==> config.mk <==
export PLATFORM = sky130hd
export DESIGN_NAME = playlist_mcu_flat
export DESIGN_NICKNAME = d
export VERILOG_FILES = /design/src/rtl/playlist_mcu_if.sv /design/src/rtl/playlist_mcu.sv /design/src/flat_wrapper.sv
export SDC_FILE = /design/constraint.sdc
export NUM_CORES = 1
export LEC_CHECK = 0
export CAP_MARGIN = 40
export CORE_AREA = 2 2 39 41
export CTS_BUF_LIST = sky130_fd_sc_hd__clkbuf_4 sky130_fd_sc_hd__clkbuf_8
export DETAILED_ROUTE_END_ITERATION = 10
export DIE_AREA = 0 0 41 43
export PLACE_DENSITY = 0.56
export SYNTH_ARGS = -nofsm -noshare
export SYNTH_HDL_FRONTEND = slang
export SYNTH_SLANG_ARGS = --single-unit
==> constraint.sdc <==
create_clock -name clk -period 1.3 [get_ports clk]
set_input_delay 0.13 -clock clk [delete_from_list [all_inputs] [get_ports clk]]
set_output_delay 0.13 -clock clk [all_outputs]
set_load 0.05 [all_outputs]
==> src/rtl/playlist_mcu_if.sv <==
// Button/event inputs and player-facing outputs of the playlist control unit.
// The master side drives the buttons; the slave side is the control unit.
interface playlist_mcu_if #(
  parameter int SONG_W = 2
);
  logic              play_button;
  logic              next_button;
  logic              prev_button;
  logic              song_done;
  logic [1:0]        end_mode;
  logic              play;
  logic              reset_player;
  logic [SONG_W-1:0] song;

  modport master (
    output play_button, next_button, prev_button, song_done, end_mode,
    input  play, reset_player, song
  );

  modport slave (
    input  play_button, next_button, prev_button, song_done, end_mode,
    output play, reset_player, song
  );
endinterface

==> src/rtl/playlist_mcu.sv <==
// Music control unit: current song index, play/pause state and the note
// player's restart strobe, driven by one-cycle button and song_done pulses.
module playlist_mcu #(
  parameter int NUM_SONGS = 4,
  parameter int SONG_W    = 2
) (
  input  logic          clk,
  input  logic          reset,
  playlist_mcu_if.slave bus
);

  typedef enum logic {
    PAUSED  = 1'b0,
    PLAYING = 1'b1
  } state_t;

  localparam logic [1:0] MODE_STOP     = 2'b00;
  localparam logic [1:0] MODE_CONTINUE = 2'b01;
  localparam logic [1:0] MODE_REPEAT   = 2'b10;
  localparam logic [1:0] MODE_ONCE     = 2'b11;

  localparam logic [SONG_W-1:0] FIRST_SONG = {SONG_W{1'b0}};
  localparam logic [SONG_W-1:0] LAST_SONG  = SONG_W'(NUM_SONGS - 1);

  if ((NUM_SONGS < 2) || (NUM_SONGS > (1 << SONG_W))) begin : g_bad_params
    $error("playlist_mcu: NUM_SONGS=%0d illegal for SONG_W=%0d", NUM_SONGS, SONG_W);
  end

  state_t            state_r;
  state_t            state_s;
  logic [SONG_W-1:0] song_r;
  logic [SONG_W-1:0] song_s;
  logic [SONG_W-1:0] song_inc_s;
  logic [SONG_W-1:0] song_dec_s;
  logic              reset_player_r;
  logic              reset_player_s;

  // Wrap against the last legal index so non-power-of-2 playlists never overrun.
  always_comb begin
    song_inc_s = song_r + SONG_W'(1);
    song_dec_s = song_r - SONG_W'(1);
    if (song_r == LAST_SONG) begin
      song_inc_s = FIRST_SONG;
    end else begin
      song_inc_s = song_r + SONG_W'(1);
    end
    if (song_r == FIRST_SONG) begin
      song_dec_s = LAST_SONG;
    end else begin
      song_dec_s = song_r - SONG_W'(1);
    end
  end

  // Next state: only the highest-priority pulse (next > prev > done > play) acts.
  always_comb begin
    state_s        = state_r;
    song_s         = song_r;
    reset_player_s = 1'b0;
    if (bus.next_button) begin
      song_s         = song_inc_s;
      reset_player_s = 1'b1;
    end else if (bus.prev_button) begin
      song_s         = song_dec_s;
      reset_player_s = 1'b1;
    end else if (bus.song_done && (state_r == PLAYING)) begin
      reset_player_s = 1'b1;
      case (bus.end_mode)
        MODE_STOP: begin
          song_s  = song_inc_s;
          state_s = PAUSED;
        end
        MODE_CONTINUE: begin
          song_s  = song_inc_s;
          state_s = PLAYING;
        end
        MODE_REPEAT: begin
          song_s  = song_r;
          state_s = PLAYING;
        end
        MODE_ONCE: begin
          song_s = song_inc_s;
          if (song_r == LAST_SONG) begin
            state_s = PAUSED;
          end else begin
            state_s = PLAYING;
          end
        end
        default: begin
          song_s  = song_r;
          state_s = state_r;
        end
      endcase
    end else if (bus.play_button) begin
      if (state_r == PLAYING) begin
        state_s = PAUSED;
      end else begin
        state_s = PLAYING;
      end
    end else begin
      state_s = state_r;
    end
  end

  // State, song index and restart strobe registers; reset holds the strobe high.
  always_ff @(posedge clk or posedge reset) begin
    if (reset) begin
      state_r        <= PAUSED;
      song_r         <= FIRST_SONG;
      reset_player_r <= 1'b1;
    end else begin
      state_r        <= state_s;
      song_r         <= song_s;
      reset_player_r <= reset_player_s;
    end
  end

  assign bus.play         = (state_r == PLAYING);
  assign bus.song         = song_r;
  assign bus.reset_player = reset_player_r;

endmodule

==> src/flat_wrapper.sv <==
// flat-port wrapper written by rule: the top's interface ports become plain ports
module playlist_mcu_flat 
#(
  parameter int NUM_SONGS = 4,
  parameter int SONG_W    = 2
)
  (clk, reset, bus_play_button, bus_next_button, bus_prev_button, bus_song_done, bus_end_mode, bus_play, bus_reset_player, bus_song);
  playlist_mcu_if #(.SONG_W(SONG_W)) bus_i ();
  input  logic clk;
  input  logic reset;
  input wire logic [$bits(bus_i.play_button)-1:0] bus_play_button;
  input wire logic [$bits(bus_i.next_button)-1:0] bus_next_button;
  input wire logic [$bits(bus_i.prev_button)-1:0] bus_prev_button;
  input wire logic [$bits(bus_i.song_done)-1:0] bus_song_done;
  input wire logic [$bits(bus_i.end_mode)-1:0] bus_end_mode;
  output wire logic [$bits(bus_i.play)-1:0] bus_play;
  output wire logic [$bits(bus_i.reset_player)-1:0] bus_reset_player;
  output wire logic [$bits(bus_i.song)-1:0] bus_song;
  assign bus_i.play_button = bus_play_button;
  assign bus_i.next_button = bus_next_button;
  assign bus_i.prev_button = bus_prev_button;
  assign bus_i.song_done = bus_song_done;
  assign bus_i.end_mode = bus_end_mode;
  assign bus_play = bus_i.play;
  assign bus_reset_player = bus_i.reset_player;
  assign bus_song = bus_i.song;
  playlist_mcu #(.NUM_SONGS(NUM_SONGS), .SONG_W(SONG_W)) u_core (.clk(clk), .reset(reset), .bus(bus_i));
endmodule
==> flow_summary.rst <==
.. list-table::
   :header-rows: 1

   * - Metric
     - Value
   * - Outcome
     - completed
   * - Final routed wirelength across all metal layers
     - 738 um
   * - Global-route congestion overflow total
     - 0
   * - Gate count after technology mapping
     - 34
   * - Number of buffers created by CTS
     - 3
   * - Worst-margin pin slew
     - 0.251 ns
   * - Setup violators final
     - 0
   * - Share of post-route cells with drive strength above 1
     - 44.4%
   * - Nature of the critical path endpoint
     - register
   * - Vias in the first global route
     - 323
   * - CTS tree
     - yes
   * - Number of distinct standard cells referenced by the synthesized netlist
     - 20
   * - Cell type of the slowest stage on the worst timing path
     - sky130_fd_sc_hd__clkdlybuf4s50_1
   * - Area Growth Syn to Fin
     - 82.1%
   * - HP Class
     - primary input to async pin
   * - Placement-stage cell area
     - 548 um2
   * - Drt drc
     - 0
   * - Number of antenna violations at the first check in global routing
     - 0
   * - Synthesized netlist net count
     - 47
   * - Total number of placement rows
     - 14
   * - Ant diodes
     - 0
   * - Total Nets Final
     - 68
   * - Element type at the critical path start
     - primary input
   * - First-pass iteration count of the detailed router
     - 2
   * - Wire length per cell after detailed routing
     - 10.5 um
   * - Finished layout cell area
     - 586 um2
   * - Power per cell area
     - 1950 mW/mm2
   * - Share of the yosys chip area belonging to registers
     - 31.5%
   * - Synth warn
     - 0
   * - Final HPWL DP
     - 652 um
   * - Fillcell total
     - 144
   * - RSZ-0062 raised after global routing
     - yes
   * - Max-slew violation count
     - 0
   * - Crit-path leading delay family
     - buffers and inverters
   * - Maximum buffer depth of the clock tree
     - 2
   * - First-pass GRT wire length
     - 1250 um
   * - Register-to-register setup slack
     - 0.07 ns
   * - Area of the die
     - 0.00176 mm2
   * - Number of buffers and inverters on the critical path
     - 2
   * - Gpl congestion
     - 0.706
   * - Clock latency on the worst-skew pair
     - 0.24 ns
   * - H-tree levels
     - 1
   * - Worst endpoint data arrival time
     - 1.39 ns
   * - Max rail drop VDD
     - 542 uV
   * - Setup CP Type
     - primary input to register
   * - Number of register bits inferred by synthesis
     - 4
   * - Drt initial violations
     - 2
   * - Min Tclk post-route
     - 1.27 ns
   * - Number of clock sinks
     - 4
   * - Clock root buffer
     - sky130_fd_sc_hd__clkbuf_4
   * - Quantity of hold-fixing buffers added after cts
     - 0
   * - Total via count in the routed design
     - 310
   * - Gr usage total
     - 11.1%
   * - Clock skew after layout
     - 0.00425 ns
   * - I/O pin count
     - 12
   * - Total of buffers placed on input and output ports
     - 11
   * - Clock-pin slew of the registers on the worst-case setup and hold paths
     - 0.04 ns
   * - Max Fanout on Critical Path
     - 2
   * - Lkg Pwr
     - 0.270 nW
   * - Y dimension of the die
     - 43 um
   * - Chain of cells forming the critical path
     - clkdlybuf4s50_1, inv_1, ha_1, and3b_2, nor4_1, a211o_1
   * - Number of buffers inserted by post-CTS setup repair
     - 0
   * - DRT antenna net count
     - 0
   * - Endpoints failing hold
     - 0
   * - Final cycle utilization of the critical path
     - 97.4%
   * - Worst-case headroom to the max-slew limit
     - 83.1%
   * - Die outline width
     - 41 um
   * - Delay of the slowest cell on the worst path
     - 0.48 ns
   * - Placeable Area
     - 0.00138 mm2
   * - Synthesized cell area
     - 322 um2
   * - Effective utilization at floorplan
     - 23.2%
   * - Final-layout worst hold slack
     - 0.0682 ns
   * - Total power draw
     - 1.14 mW
   * - Timing-limited maximum frequency
     - 789 MHz
   * - Data required time at the worst endpoint
     - 1.42 ns
   * - Via/cell ratio
     - 4.43
   * - Max Cap Viol
     - 0
   * - Syn Area/Cell
     - 9.46 um2
   * - Largest net degree at the start of global routing
     - 5
   * - Post-layout util
     - 42.3%
[worst reg2reg max path: stages (launching register included)]
cell,delay [ns]
sky130_fd_sc_hd__dfrtp_2,0.42
sky130_fd_sc_hd__inv_2,0.07
sky130_fd_sc_hd__ha_4,0.27
sky130_fd_sc_hd__mux2_4,0.29
sky130_fd_sc_hd__nor3_2,0.10
[report_power, final]
part           total, mW  internal [mW]  switching (mW)
Clock              0.192          0.136          0.0557
Sequential         0.256          0.178          0.0775
Combinational      0.696          0.367           0.329
[worst paths after layout]
check                                                from                                end  depth (start not counted)
hold / removal                                      reset     u_core.bus.song[0]$_DFFE_PP0P_                          2
setup / recovery                          bus_end_mode[0]     u_core.bus.song[0]$_DFFE_PP0P_                          6
max in group asynchronous                           reset  u_core.bus.reset_player$_DFF_PP1_                          2
min in group clk                          bus_play_button        u_core.bus.play$_DFFE_PP0P_                          3
setup reg to reg           u_core.bus.song[0]$_DFFE_PP0P_     u_core.bus.song[1]$_DFFE_PP0P_                          4
hold reg to reg               u_core.bus.play$_DFFE_PP0P_        u_core.bus.play$_DFFE_PP0P_                          2
[cell families (layout without fill, tap and decap cells)]
group | count (synthesis) | in the layout | share of synthesized area, %
compound gates | 6 | 6 | 14.8
fa+ha+maj | 5 | 5 | 19.5
buf+inv | 5 | 25 | 5.84
flops | 4 | 4 | 31.5
mux | 1 | 1 | 3.50
simple gates | 13 | 13 | 24.9
[through the flow]
| step | cells | TNS, ns | setup WS (ns) |
|---|---|---|---|
| global route | 70 | -0.0972 | -0.0501 |
| CTS | 70 | 0 | 0.0253 |
| global placement | 66 | -0.408 | -0.187 |
| detailed placement | 66 | -0.547 | -0.227 |
| floorplan | 34 | -0.0458 | -0.0458 |
| finish | 70 | 0 | 0.0332 |
[per-layer routing]
metal  part of all wire (%)  track usage, %
met2                     51            17.8
met5                      0               0
met3                    6.9            3.14
met4                    2.3            8.00
met1                     40            11.3
[registers in the layout (all words and copies together), names as in the netlist]
signal / flops
u_core.bus.reset_player: 1
u_core.bus.play: 1
u_core.bus.song: 2
[synthesized netlist by cell type, drive strengths merged]
library cell  n  area [um2]
and3b         1        8.76
nor4          2        12.5
nand2b        1        6.26
o21a          1        7.51
nand2         2        7.51
nor2b         3        18.8
o21ai         1        5.00
nand3b        1        7.51
a211o         1        8.76
a221oi        1        15.0
a31oi         1        6.26
dfrtp         3        75.1
ha            5        62.6
nor2          1        3.75
dfstp         1        26.3
a21oi         1        5.00
nor3          2        15.0
mux2          1        11.3
inv           5        18.8
[cell type report]
type / instances / area, um2 / share of cell area (%)
Timing Repair Buffer: 16 / 188 / 32.1
Clock buffer: 4 / 30.0 / 5.13
Sequential cell: 4 / 104 / 17.7
Tap cell: 16 / 20.0 / 3.42
Inverter: 5 / 18.8 / 3.21
Multi-Input combinational cell: 25 / 225 / 38.5
[what timing repair did]
| item | in CTS | in global routing |
|---|---|---|
| resized for setup | 0 | 2 |
| setup endpoints to repair | 0 | 2 |
| endpoints found under the hold margin | 0 | 0 |
[cells in the final DEF (no fill, tap or decap), drive strengths merged]
cell type      synthesis  routed
a211o                  1       1
nand2                  2       2
buf                    0       9
clkdlybuf4s50          0       7
o21ai                  1       1
nor3                   2       2
nor2                   1       1
a221oi                 1       1
nor4                   2       2
inv                    5       5
o21a                   1       1
a21oi                  1       1
ha                     5       5
a31oi                  1       1
dfstp                  1       1
nand3b                 1       1
clkbuf                 0       4
dfrtp                  3       3
and3b                  1       1
nor2b                  3       3
mux2                   1       1
nand2b                 1       1
Power figures use the tool's default switching activity.
